### src/rtl/fpu_op_sequencer_if.sv
// Request/response channel bundle between a requester and fpu_op_sequencer.
interface fpu_op_sequencer_if;
    localparam int unsigned DATA_W = 64;
    localparam int unsigned OP_W   = 2;

    logic              req_valid;
    logic              req_ready;
    logic              req_sp_dp;
    logic [OP_W-1:0]   req_opcode;
    logic [DATA_W-1:0] req_a;
    logic [DATA_W-1:0] req_b;

    logic              rsp_valid;
    logic              rsp_ready;
    logic [DATA_W-1:0] rsp_result;
    logic              rsp_overflow;
    logic              rsp_underflow;
    logic              rsp_sp_dp;

    // Requester / response consumer side
    modport master (
        output req_valid, req_sp_dp, req_opcode, req_a, req_b, rsp_ready,
        input  req_ready, rsp_valid, rsp_result, rsp_overflow, rsp_underflow, rsp_sp_dp
    );

    // Sequencer side
    modport slave (
        input  req_valid, req_sp_dp, req_opcode, req_a, req_b, rsp_ready,
        output req_ready, rsp_valid, rsp_result, rsp_overflow, rsp_underflow, rsp_sp_dp
    );
endinterface

### src/rtl/fpu_op_sequencer.sv
// Sequential front-end for the combinational fpu: accepts one op, holds the
// operands stable for a fixed settle interval (multicycle paths), captures the
// result into a held response and tracks sticky flags and a completion count.
module fpu_op_sequencer #(
    parameter int unsigned SETTLE_CYCLES = 2,
    parameter int unsigned CNT_W         = 16
) (
    input  logic              clk,
    input  logic              rst,
    fpu_op_sequencer_if.slave bus,

    output logic              fpu_sp_dp,
    output logic [1:0]        fpu_opcode,
    output logic [31:0]       fpu_a_sp,
    output logic [31:0]       fpu_b_sp,
    output logic [63:0]       fpu_a_dp,
    output logic [63:0]       fpu_b_dp,
    input  logic [31:0]       fpu_result_sp,
    input  logic [63:0]       fpu_result_dp,
    input  logic              fpu_overflow,
    input  logic              fpu_underflow,

    output logic              sticky_overflow,
    output logic              sticky_underflow,
    input  logic              clear_sticky,
    output logic [CNT_W-1:0]  op_count
);

    localparam int unsigned DATA_W = 64;
    localparam int unsigned SP_W   = 32;
    localparam int unsigned OP_W   = 2;
    localparam int unsigned SET_W  = 4;

    typedef enum logic [1:0] {
        S_IDLE = 2'd0,
        S_WAIT = 2'd1,
        S_DONE = 2'd2
    } state_t;

    state_t            r_state;
    logic [SET_W-1:0]  r_settle;
    logic              r_req_ready;
    logic              r_rsp_valid;
    logic              r_fpu_sp_dp;
    logic [OP_W-1:0]   r_fpu_opcode;
    logic [DATA_W-1:0] r_fpu_a;
    logic [DATA_W-1:0] r_fpu_b;
    logic [DATA_W-1:0] r_rsp_result;
    logic              r_rsp_overflow;
    logic              r_rsp_underflow;
    logic              r_rsp_sp_dp;
    logic              r_sticky_overflow;
    logic              r_sticky_underflow;
    logic [CNT_W-1:0]  r_op_count;

    logic              w_capture;
    logic [DATA_W-1:0] w_result_sel;

    assign w_capture    = (r_state == S_WAIT) && (r_settle == '0);
    assign w_result_sel = r_fpu_sp_dp ? fpu_result_dp : {{(DATA_W-SP_W){1'b0}}, fpu_result_sp};

    // Sequencer FSM: accept, settle countdown, held response, completion count
    always_ff @(posedge clk) begin
        if (rst) begin
            r_state         <= S_IDLE;
            r_settle        <= '0;
            r_req_ready     <= 1'b1;
            r_rsp_valid     <= 1'b0;
            r_fpu_sp_dp     <= 1'b0;
            r_fpu_opcode    <= '0;
            r_fpu_a         <= '0;
            r_fpu_b         <= '0;
            r_rsp_result    <= '0;
            r_rsp_overflow  <= 1'b0;
            r_rsp_underflow <= 1'b0;
            r_rsp_sp_dp     <= 1'b0;
            r_op_count      <= '0;
        end else begin
            case (r_state)
                S_IDLE: begin
                    if (bus.req_valid) begin
                        r_fpu_sp_dp  <= bus.req_sp_dp;
                        r_fpu_opcode <= bus.req_opcode;
                        r_fpu_a      <= bus.req_a;
                        r_fpu_b      <= bus.req_b;
                        r_settle     <= SET_W'(SETTLE_CYCLES - 1);
                        r_req_ready  <= 1'b0;
                        r_state      <= S_WAIT;
                    end
                end
                S_WAIT: begin
                    if (r_settle == '0) begin
                        r_rsp_result    <= w_result_sel;
                        r_rsp_overflow  <= fpu_overflow;
                        r_rsp_underflow <= fpu_underflow;
                        r_rsp_sp_dp     <= r_fpu_sp_dp;
                        r_rsp_valid     <= 1'b1;
                        r_state         <= S_DONE;
                    end else begin
                        r_settle <= r_settle - SET_W'(1);
                    end
                end
                S_DONE: begin
                    if (bus.rsp_ready) begin
                        r_rsp_valid <= 1'b0;
                        r_req_ready <= 1'b1;
                        r_op_count  <= r_op_count + CNT_W'(1);
                        r_state     <= S_IDLE;
                    end
                end
                default: begin
                    r_rsp_valid <= 1'b0;
                    r_req_ready <= 1'b1;
                    r_state     <= S_IDLE;
                end
            endcase
        end
    end

    // Sticky flags: a capture wins over clear so a coincident new event survives
    always_ff @(posedge clk) begin
        if (rst) begin
            r_sticky_overflow  <= 1'b0;
            r_sticky_underflow <= 1'b0;
        end else if (w_capture) begin
            r_sticky_overflow  <= fpu_overflow  | (r_sticky_overflow  & ~clear_sticky);
            r_sticky_underflow <= fpu_underflow | (r_sticky_underflow & ~clear_sticky);
        end else if (clear_sticky) begin
            r_sticky_overflow  <= 1'b0;
            r_sticky_underflow <= 1'b0;
        end
    end

    assign bus.req_ready     = r_req_ready;
    assign bus.rsp_valid     = r_rsp_valid;
    assign bus.rsp_result    = r_rsp_result;
    assign bus.rsp_overflow  = r_rsp_overflow;
    assign bus.rsp_underflow = r_rsp_underflow;
    assign bus.rsp_sp_dp     = r_rsp_sp_dp;

    assign fpu_sp_dp  = r_fpu_sp_dp;
    assign fpu_opcode = r_fpu_opcode;
    assign fpu_a_sp   = r_fpu_a[SP_W-1:0];
    assign fpu_b_sp   = r_fpu_b[SP_W-1:0];
    assign fpu_a_dp   = r_fpu_a;
    assign fpu_b_dp   = r_fpu_b;

    assign sticky_overflow  = r_sticky_overflow;
    assign sticky_underflow = r_sticky_underflow;
    assign op_count         = r_op_count;

endmodule

### src/flat_wrapper.sv
// flat-port wrapper written by rule: the top's interface ports become plain ports
module fpu_op_sequencer_flat 
#(
    parameter int unsigned SETTLE_CYCLES = 2,
    parameter int unsigned CNT_W         = 16
)
  (clk, rst, fpu_sp_dp, fpu_opcode, fpu_a_sp, fpu_b_sp, fpu_a_dp, fpu_b_dp, fpu_result_sp, fpu_result_dp, fpu_overflow, fpu_underflow, sticky_overflow, sticky_underflow, clear_sticky, op_count, bus_req_valid, bus_req_sp_dp, bus_req_opcode, bus_req_a, bus_req_b, bus_rsp_ready, bus_req_ready, bus_rsp_valid, bus_rsp_result, bus_rsp_overflow, bus_rsp_underflow, bus_rsp_sp_dp);
  fpu_op_sequencer_if bus_i ();
  input  logic clk;
  input  logic rst;
  output logic fpu_sp_dp;
  output logic [1:0] fpu_opcode;
  output logic [31:0] fpu_a_sp;
  output logic [31:0] fpu_b_sp;
  output logic [63:0] fpu_a_dp;
  output logic [63:0] fpu_b_dp;
  input  logic [31:0] fpu_result_sp;
  input  logic [63:0] fpu_result_dp;
  input  logic fpu_overflow;
  input  logic fpu_underflow;
  output logic sticky_overflow;
  output logic sticky_underflow;
  input  logic clear_sticky;
  output logic [CNT_W-1:0] op_count;
  input wire logic [$bits(bus_i.req_valid)-1:0] bus_req_valid;
  input wire logic [$bits(bus_i.req_sp_dp)-1:0] bus_req_sp_dp;
  input wire logic [$bits(bus_i.req_opcode)-1:0] bus_req_opcode;
  input wire logic [$bits(bus_i.req_a)-1:0] bus_req_a;
  input wire logic [$bits(bus_i.req_b)-1:0] bus_req_b;
  input wire logic [$bits(bus_i.rsp_ready)-1:0] bus_rsp_ready;
  output wire logic [$bits(bus_i.req_ready)-1:0] bus_req_ready;
  output wire logic [$bits(bus_i.rsp_valid)-1:0] bus_rsp_valid;
  output wire logic [$bits(bus_i.rsp_result)-1:0] bus_rsp_result;
  output wire logic [$bits(bus_i.rsp_overflow)-1:0] bus_rsp_overflow;
  output wire logic [$bits(bus_i.rsp_underflow)-1:0] bus_rsp_underflow;
  output wire logic [$bits(bus_i.rsp_sp_dp)-1:0] bus_rsp_sp_dp;
  assign bus_i.req_valid = bus_req_valid;
  assign bus_i.req_sp_dp = bus_req_sp_dp;
  assign bus_i.req_opcode = bus_req_opcode;
  assign bus_i.req_a = bus_req_a;
  assign bus_i.req_b = bus_req_b;
  assign bus_i.rsp_ready = bus_rsp_ready;
  assign bus_req_ready = bus_i.req_ready;
  assign bus_rsp_valid = bus_i.rsp_valid;
  assign bus_rsp_result = bus_i.rsp_result;
  assign bus_rsp_overflow = bus_i.rsp_overflow;
  assign bus_rsp_underflow = bus_i.rsp_underflow;
  assign bus_rsp_sp_dp = bus_i.rsp_sp_dp;
  fpu_op_sequencer #(.SETTLE_CYCLES(SETTLE_CYCLES), .CNT_W(CNT_W)) u_core (.clk(clk), .rst(rst), .bus(bus_i), .fpu_sp_dp(fpu_sp_dp), .fpu_opcode(fpu_opcode), .fpu_a_sp(fpu_a_sp), .fpu_b_sp(fpu_b_sp), .fpu_a_dp(fpu_a_dp), .fpu_b_dp(fpu_b_dp), .fpu_result_sp(fpu_result_sp), .fpu_result_dp(fpu_result_dp), .fpu_overflow(fpu_overflow), .fpu_underflow(fpu_underflow), .sticky_overflow(sticky_overflow), .sticky_underflow(sticky_underflow), .clear_sticky(clear_sticky), .op_count(op_count));
endmodule
### config.mk
export PLATFORM = sky130hd
export DESIGN_NAME = fpu_op_sequencer_flat
export DESIGN_NICKNAME = d
export VERILOG_FILES = /design/src/rtl/fpu_op_sequencer_if.sv /design/src/rtl/fpu_op_sequencer.sv /design/src/flat_wrapper.sv
export SDC_FILE = /design/constraint.sdc
export NUM_CORES = 1
export LEC_CHECK = 0
export ABC_AREA = 1
export CAP_MARGIN = 0
export CORE_AREA = 2 2 201 203
export CTS_CLUSTER_DIAMETER = 120
export CTS_CLUSTER_SIZE = 10
export DETAILED_ROUTE_END_ITERATION = 10
export DIE_AREA = 0 0 203 205
export SYNTH_ARGS = -nofsm -noshare
export SYNTH_HDL_FRONTEND = slang
export SYNTH_SLANG_ARGS = --single-unit
### constraint.sdc
create_clock -name clk -period 1.2 [get_ports clk]
set_input_delay 0.24 -clock clk [delete_from_list [all_inputs] [get_ports clk]]
set_output_delay 0.24 -clock clk [all_outputs]
set_load 0.01 [all_outputs]
==> results of run 1 <==
-- how the worst max path moves through the flow --
stage | slack [ns] | endpoint
after detailed placement | -0.48 | u_core.fpu_b_dp[25]$_SDFFE_PP0P_
after global routing | -0.36 | u_core.bus.rsp_result[53]$_SDFFE_PP0P_
after global placement | -0.43 | u_core.fpu_a_dp[43]$_SDFFE_PP0P_
final | -0.27 | u_core.bus.rsp_result[54]$_SDFFE_PP0P_
after CTS | -0.28 | u_core.bus.rsp_result[59]$_SDFFE_PP0P_
after floorplan | -0.06 | u_core.bus.rsp_result[37]$_SDFFE_PP0P_
-- final cells by class --
class                      count  area, sq um
multi-input combinational    754         4270
fill                        3717        21300
timing repair buffer         638         7390
clock buffer                  27          676
sequential                   224         4820
tap                          525          657
clock inverter                 1         8.76
timing repair inverter         3         66.3
inverter                      30          146
-- critical path, cell delays in order, from the launching register on --
cell,delay (ns)
dfxtp_2,0.33
inv_2,0.07
ha_4,0.14
nand2_4,0.06
nor2_4,0.17
inv_4,0.07
nor2_8,0.09
buf_12,0.19
nand2_1,0.07
a21oi_1,0.16
-- layout by cell type (no fill, tap or decap), drive strengths merged --
master	netlist	layout
ha	3	3
clkdlybuf4s50	0	232
nand2	177	177
inv	30	30
o21ai	174	174
dfxtp	224	224
nor2	299	299
a21oi	48	48
nand3	9	9
buf	93	384
nor3	2	2
clkinv	0	4
xor2	2	2
nand4	7	7
a31oi	32	32
o22ai	1	1
clkbuf	45	49
-- cell families (layout without fill, tap and decap cells) --
kind of cell	Yosys count	after routing	synth area share, %
and+or+nand+nor	494	494	21.9
AOI/OAI and AO/OA	255	255	15.1
buffers and inverters	168	699	11.2
xor gates and xnor gates	2	2	0.200
adders and majority gates	3	3	0.429
DFF	224	224	51.3
-- state kept, by name, indices dropped and copies added (netlist names) --
name,flops
u_core.bus.rsp_result,64
u_core.fpu_a_dp,64
u_core.fpu_b_dp,64
u_core.op_count,16
u_core.r_settle,4
u_core.fpu_opcode,2
u_core.r_state,2
u_core.bus.req_ready,1
u_core.bus.rsp_overflow,1
u_core.bus.rsp_sp_dp,1
u_core.bus.rsp_underflow,1
u_core.bus.rsp_valid,1
u_core.fpu_sp_dp,1
u_core.sticky_overflow,1
u_core.sticky_underflow,1
-- cell usage after synthesis, types with 3 or more instances --
cell type  number
nor2_1        297
dfxtp_1       224
nand2_1       175
o21ai_0       168
buf_4          80
a21oi_1        48
clkbuf_1       38
a31oi_1        32
inv_1          25
buf_2          10
nand3_1         9
clkbuf_2        7
nand4_1         7
o21ai_1         6
inv_2           4
buf_6           3
ha_1            3
-- layer usage --
| layer | vias to the layer above | GRT usage, % | routed length [um] | share of wire, % |
|---|---|---|---|---|
| met4 | 0 | 5.79 | 1380 | 3.5 |
| met3 | 79 | 4.50 | 2970 | 7.5 |
| li1 | 4702 | - | - | - |
| met5 | - | 0 | 0 | 0 |
| met1 | 4618 | 17.0 | 15500 | 39 |
| met2 | 400 | 27.7 | 19700 | 50 |
-- per-stage QoR --
stage	TNS (ns)	instances	area [sq um]
CTS	-42.80	2151	16200
global placement	-64.43	2102	14300
global route	-67.45	2202	18000
detailed placement	-71.74	2102	14300
finish	-40.11	2202	18000
floorplan	-2.97	1146	8800
-- power by group through the flow --
stage | sequential [mW] | combinational (mW) | clock, mW
after floorplan | 9.02 | 2.09 | 0
after global placement | 8.76 | 5.25 | 0
after detailed placement | 8.79 | 5.27 | 0
after CTS | 8.95 | 5.97 | 7.15
after global routing | 9.12 | 8.07 | 7.53
final | 9.03 | 7.59 | 7.02
-- timing repair --
item / 4_1_cts / 5_1_grt
endpoints found under the hold margin: 0 / 0
resized for setup: 1802 / 332
buffers inserted: 14 / 16
pin swaps: 2 / 90
gates cloned: 7 / 37
endpoints found under the setup margin: 500 / 506
hold buffers: 0 / 0
==> summary.md, run 1 <==
| Metric | Value |
|---|---|
| Via count | 9,799 |
| Detailed Route Iter0 Violations | 373 |
| Hold WC Path Type | input pin to register |
| Via density | 4.45 |
| Clk_skew | roughly 0.016 ns |
| FMAX | 682 MHz |
| Yosys top cell by area | dfxtp_1 |
| CTS tree | done |
| Skew-Pair Late Insertion Delay | 0.55 ns |
| Sequential share of power | 38.2% |
| Share of layout cells above drive strength 1 | 52.7% |
| P_leak | approximately 7.4 nW |
| Core Box Area | 39,400 sq um |
| Initial antenna violation count | 0 |
| Sink Count | 224 |
| Worst Setup Start Kind | register |
| Yosys reg bits | 224 |
| Final ANT Viol Nets | 0 |
| Crit path required time | 1.66 ns |
| Final setup violation count | about 500 |
| Row count | 73 |
| RSZ-0062 raised after global routing | yes |
| Clk slew on worst S/H paths | 0.07 ns |
| Total Power | between 20 and 25 mW |
| Cells on worst reg2reg path | 9 |
| Drt first pass iters | 4 |
| Cell-internal power | 16.5 mW |
| Failing checks | setup timing |
| Root buf cell | clkbuf_16 |
| Vias in the first global route | 9,228 |
| CTS Buf Count | 26 |
| CTS H-Tree Depth | 1 |
| Crit. End Element | register |
| Ys Warns | 0 |
| Initial core utilization | approximately 22% |
| Clock power share | 29.7% |
| Pre-CTS WS | -0.479 ns |
| Final period util | 122% |
| Critical path type | register to register |
| Overall Global Routing Usage | ~15% |
| Seq/Total Area, Yosys | 51.3% |
| WL/cell | 18.0 um |
| FF-to-FF setup slack | -0.27 ns |
| Synth area leaders | dfxtp_1 (51%), nor2_1 (13%), o21ai_0 (9.6%) |
| Util after Layout | 45.8% |
| RD Place Congestion | 0.827 |
| GRT overflow | 0 |
| Area Overhead vs Synth | 106% |
| Clock buffer depth | 3 |
| Hold Path End | u_core.r_state[0]$_SDFFE_PP0P_ |
| Die X | between 200 and 250 um |
| Max VDD drop | 1120 uV |
| Worst Max-Slew Pin Slew | 0.458 ns |
| Final min period | 1.47 ns |
| Worst reg2reg path endpoint | u_core.bus.rsp_result[54]$_SDFFE_PP0P_ |
| Synth Flop Type | dfxtp_1 |
| Cell variety after synth | 24 |
| Reg2reg start | u_core.r_settle[1]$_SDFFE_PP0P_ |
| Final WL | 39.5 mm |
| Comb power frac | 32.1% |
| Min-delay src | rst |
| Final Max Slew Viols | 0 |
| Worst Hold Margin | 0.177 ns |
| Syn Inst Count | 1,146 |
| Die Area | 41,600 sq um |
| Fin worst setup slack | -0.266 ns |
| PortBufs | 515 |
| Synth Area per Inst | 7.63 sq um |
| # Max-Cap Violations | 0 |
| CP arrival | approximately 1.9 ns |
| First-pass GRT wire length | approximately 50 mm |
| I/O Pins | about 520 |
| Slew HR | 69.4% |
| Die Y | 205 um |
| Final Hold Viols | 0 |
| Pwr Density | 1310 nW/um^2 |
| Sw power | between 7 and 8 mW |
| Syn nets | between 1k and 1.5k |
| Async SR Flop Fraction | 0% |
| Post-Syn Area | 8750 sq um |
| EDFF count, synth | 0 |
| Residual DRC count | 0 |
| Detailed placement HPWL | 23.9 mm |
| CP Max Fanout | 33 |
| Diode count | 0 |
| Synth top area share | between 50% and 60% |
| Fin nets | about 1.9k |
| Status | finished with violations |
| Hold-critical path depth | 3 |
| Largest net degree at the start of global routing | 67 |
| Worst setup path start | u_core.r_settle[1]$_SDFFE_PP0P_ |
| Switching part of the total | around 30% |
(Power assumes the default switching activity.)
==> inputs of run 2 (changes only) <==
- REMOVE_ABC_BUFFERS: unset -> 1
- SLEW_MARGIN: unset -> 20
==> summary.md, run 2 (synthesized netlist as in run 1, its figures left out) <==
| Metric | Value |
|---|---|
| GRT overflow | 0 (unchanged) |
| WL/cell | 17.8 um (-0.84%) |
| Vias in the first global route | 9,164 (-0.69%) |
| Final Max Slew Viols | 0 (unchanged) |
| Residual DRC count | 0 (unchanged) |
| Via count | 9,807 (+0.082%) |
| Pre-CTS WS | -0.477 ns (+0.00169 ns) |
| Die X | 203 um (unchanged) |
| CP arrival | 1.96 ns (+0.04 ns) |
| Critical path type | register to register |
| Clk slew on worst S/H paths | 0.05 ns (-0.02 ns) |
| Die Y | 205 um (unchanged) |
| Crit path required time | 1.67 ns (about the same) |
| Sink Count | 224 (unchanged) |
| Via density | 4.42 (-0.73%) |
| Share of layout cells above drive strength 1 | 46.6% (-6.0 points) |
| Status | finished with violations |
| Initial antenna violation count | 0 (unchanged) |
| Final WL | 39.5 mm (about the same) |
| Reg2reg start | u_core.r_state[1]$_SDFFE_PP0P_ |
| Fillers | 3,779 (+1.7%) |
| First-pass GRT wire length | 51.8 mm (+2.1%) |
| Slew HR | 67.2% (-2.3 points) |
| Final setup violation count | 500 (+0.20%) |
| Max VDD drop | 1020 uV (-8.5%) |
| CP Max Fanout | 5 (-85%) |
| Crit. End Element | register |
| CTS H-Tree Depth | 1 (unchanged) |
| Clock buffer depth | 3 (unchanged) |
| Root buf cell | clkbuf_16 |
| Non-filler instance count after layout | 2,220 (+0.82%) |
| Drt first pass iters | 5 (+1) |
| CTS Buf Count | 26 (unchanged) |
| Final ANT Viol Nets | 0 (unchanged) |
| Fin worst setup slack | -0.290 ns (-0.0246 ns) |
| Largest net degree at the start of global routing | 52 (-22%) |
| Core Box Area | 39,400 sq um (unchanged) |
| Worst Max-Slew Pin Slew | 0.493 ns (+0.0341 ns) |
| Area Overhead vs Synth | 99.9% |
| Overall Global Routing Usage | 15.7% (+0.39 points) |
| Initial core utilization | 22.2% (unchanged) |
| Final period util | 124% (+2.1 points) |
| Util after Layout | 44.4% (-1.4 points) |
| Dpl cells | 2,110 (+0.38%) |
| P_leak | 7.33 nW (-0.43%) |
| Fin nets | 1,932 (+0.94%) |
| Min-delay src | rst |
| RSZ-0062 raised after global routing | yes |
| Worst Setup Start Kind | register |
| PortBufs | 515 (unchanged) |
| TNS Setup | -37.81 ns (+2.31 ns) |
| Final min period | 1.49 ns (+0.0246 ns) |
| Failing checks | setup timing |
| FMAX | 671 MHz (-1.7%) |
| Clk_skew | 0.00681 ns (-0.00956 ns) |
| Worst setup path start | u_core.r_state[1]$_SDFFE_PP0P_ |
| Most frequent cells in the layout | buf_6 (298), nor2_1 (284), clkdlybuf4s50_1 (232) |
| Pwr Density | 1300 nW/um^2 (-0.68%) |
| Row count | 73 (unchanged) |
| Detailed placement HPWL | 25.2 mm (+5.4%) |
| Final Hold Viols | 0 (unchanged) |
| Commonest non-fill, non-tap cell in the layout | buf_6 |
| Die Area | 41,600 sq um (unchanged) |
| # Max-Cap Violations | 0 (unchanged) |
| Skew-Pair Late Insertion Delay | 0.55 ns (about the same) |
| RD Place Congestion | 0.831 (+0.54%) |
| Hold WC Path Type | input pin to register |
| Detailed Route Iter0 Violations | 353 (-5.4%) |
| I/O Pins | 516 (unchanged) |
| CTS tree | done |
| Diode count | 0 (unchanged) |
==> run 2: changes by cell type in the layout (fill, tap and decap cells not counted), sizes merged <==
cell	before	now
buf	384	405
clkbuf	49	47
clkinv	4	2
bufbuf	0	1
==> run 2: worst max-delay path, cell delays in order, from the launching register on <==
cell       delay (ns)
dfxtp_2          0.34
buf_6            0.13
inv_4            0.05
nand2_4          0.05
nor2_4           0.19
inv_4            0.07
nor2_8           0.13
bufbuf_16        0.28
nand2_1          0.06
a21oi_2          0.12
==> run 2: path summary, 6_finish.rpt <==
| kind | to | slack [ns] | cells past startpoint |
|---|---|---|---|
| hold / removal | u_core.bus.req_ready$_SDFFE_PP1P_ | 0.15 | 4 |
| setup / recovery | u_core.bus.rsp_result[51]$_SDFFE_PP0P_ | -0.29 | 9 |
| setup reg to reg | u_core.bus.rsp_result[51]$_SDFFE_PP0P_ | -0.29 | 9 |
| hold reg to reg | u_core.bus.rsp_result[43]$_SDFFE_PP0P_ | 0.47 | 2 |
==> run 2: power by group <==
part,switching [mW],internal [mW]
registers,0.675,8.29
logic,2.98,3.91
clock network,3.00,3.92
total,6.65,16.1
==> run 2: stage by stage <==
step	power, mW	instance area (sq um)	hold slack, ns
2_1_floorplan	10.6	7890	0.309
3_3_place_gp	14.1	14400	0.451
3_5_place_dp	14.1	14400	0.457
4_1_cts	21.8	16000	0.108
5_1_grt	23.8	17500	0.155
6_report	22.8	17500	0.146
==> run 2: repair_timing <==
action / CTS / global route
pin swaps: 5 / 17
gates cloned: 3 / 26
endpoints found under the hold margin: 0 / 0
buffers inserted: 13 / 42
gates resized for setup: 1715 / 241
endpoints found under the setup margin: 504 / 504
hold buffers: 0 / 0
==> run 2: cell type report <==
cell class | instances | area, sq um | area share (%)
repair buffers | 658 | 7370 | 42.1
flip-flops and latches | 224 | 4880 | 27.9
multi-input cells | 754 | 3730 | 21.3
clock buffers | 27 | 676 | 3.86
well taps | 525 | 657 | 3.76
inverters | 30 | 146 | 0.837
repair inverters | 1 | 20.0 | 0.114
clock inverters | 1 | 8.76 | 0.0501
==> run 2: metal layers <==
| metal | up-vias | track usage (%) | wire length [um] |
|---|---|---|---|
| met5 | - | 0 | 0 |
| met4 | 0 | 4.77 | 1230 |
| met3 | 73 | 4.61 | 3090 |
| met2 | 427 | 28.1 | 19500 |
| met1 | 4570 | 18.1 | 15700 |
| li1 | 4737 | - | - |
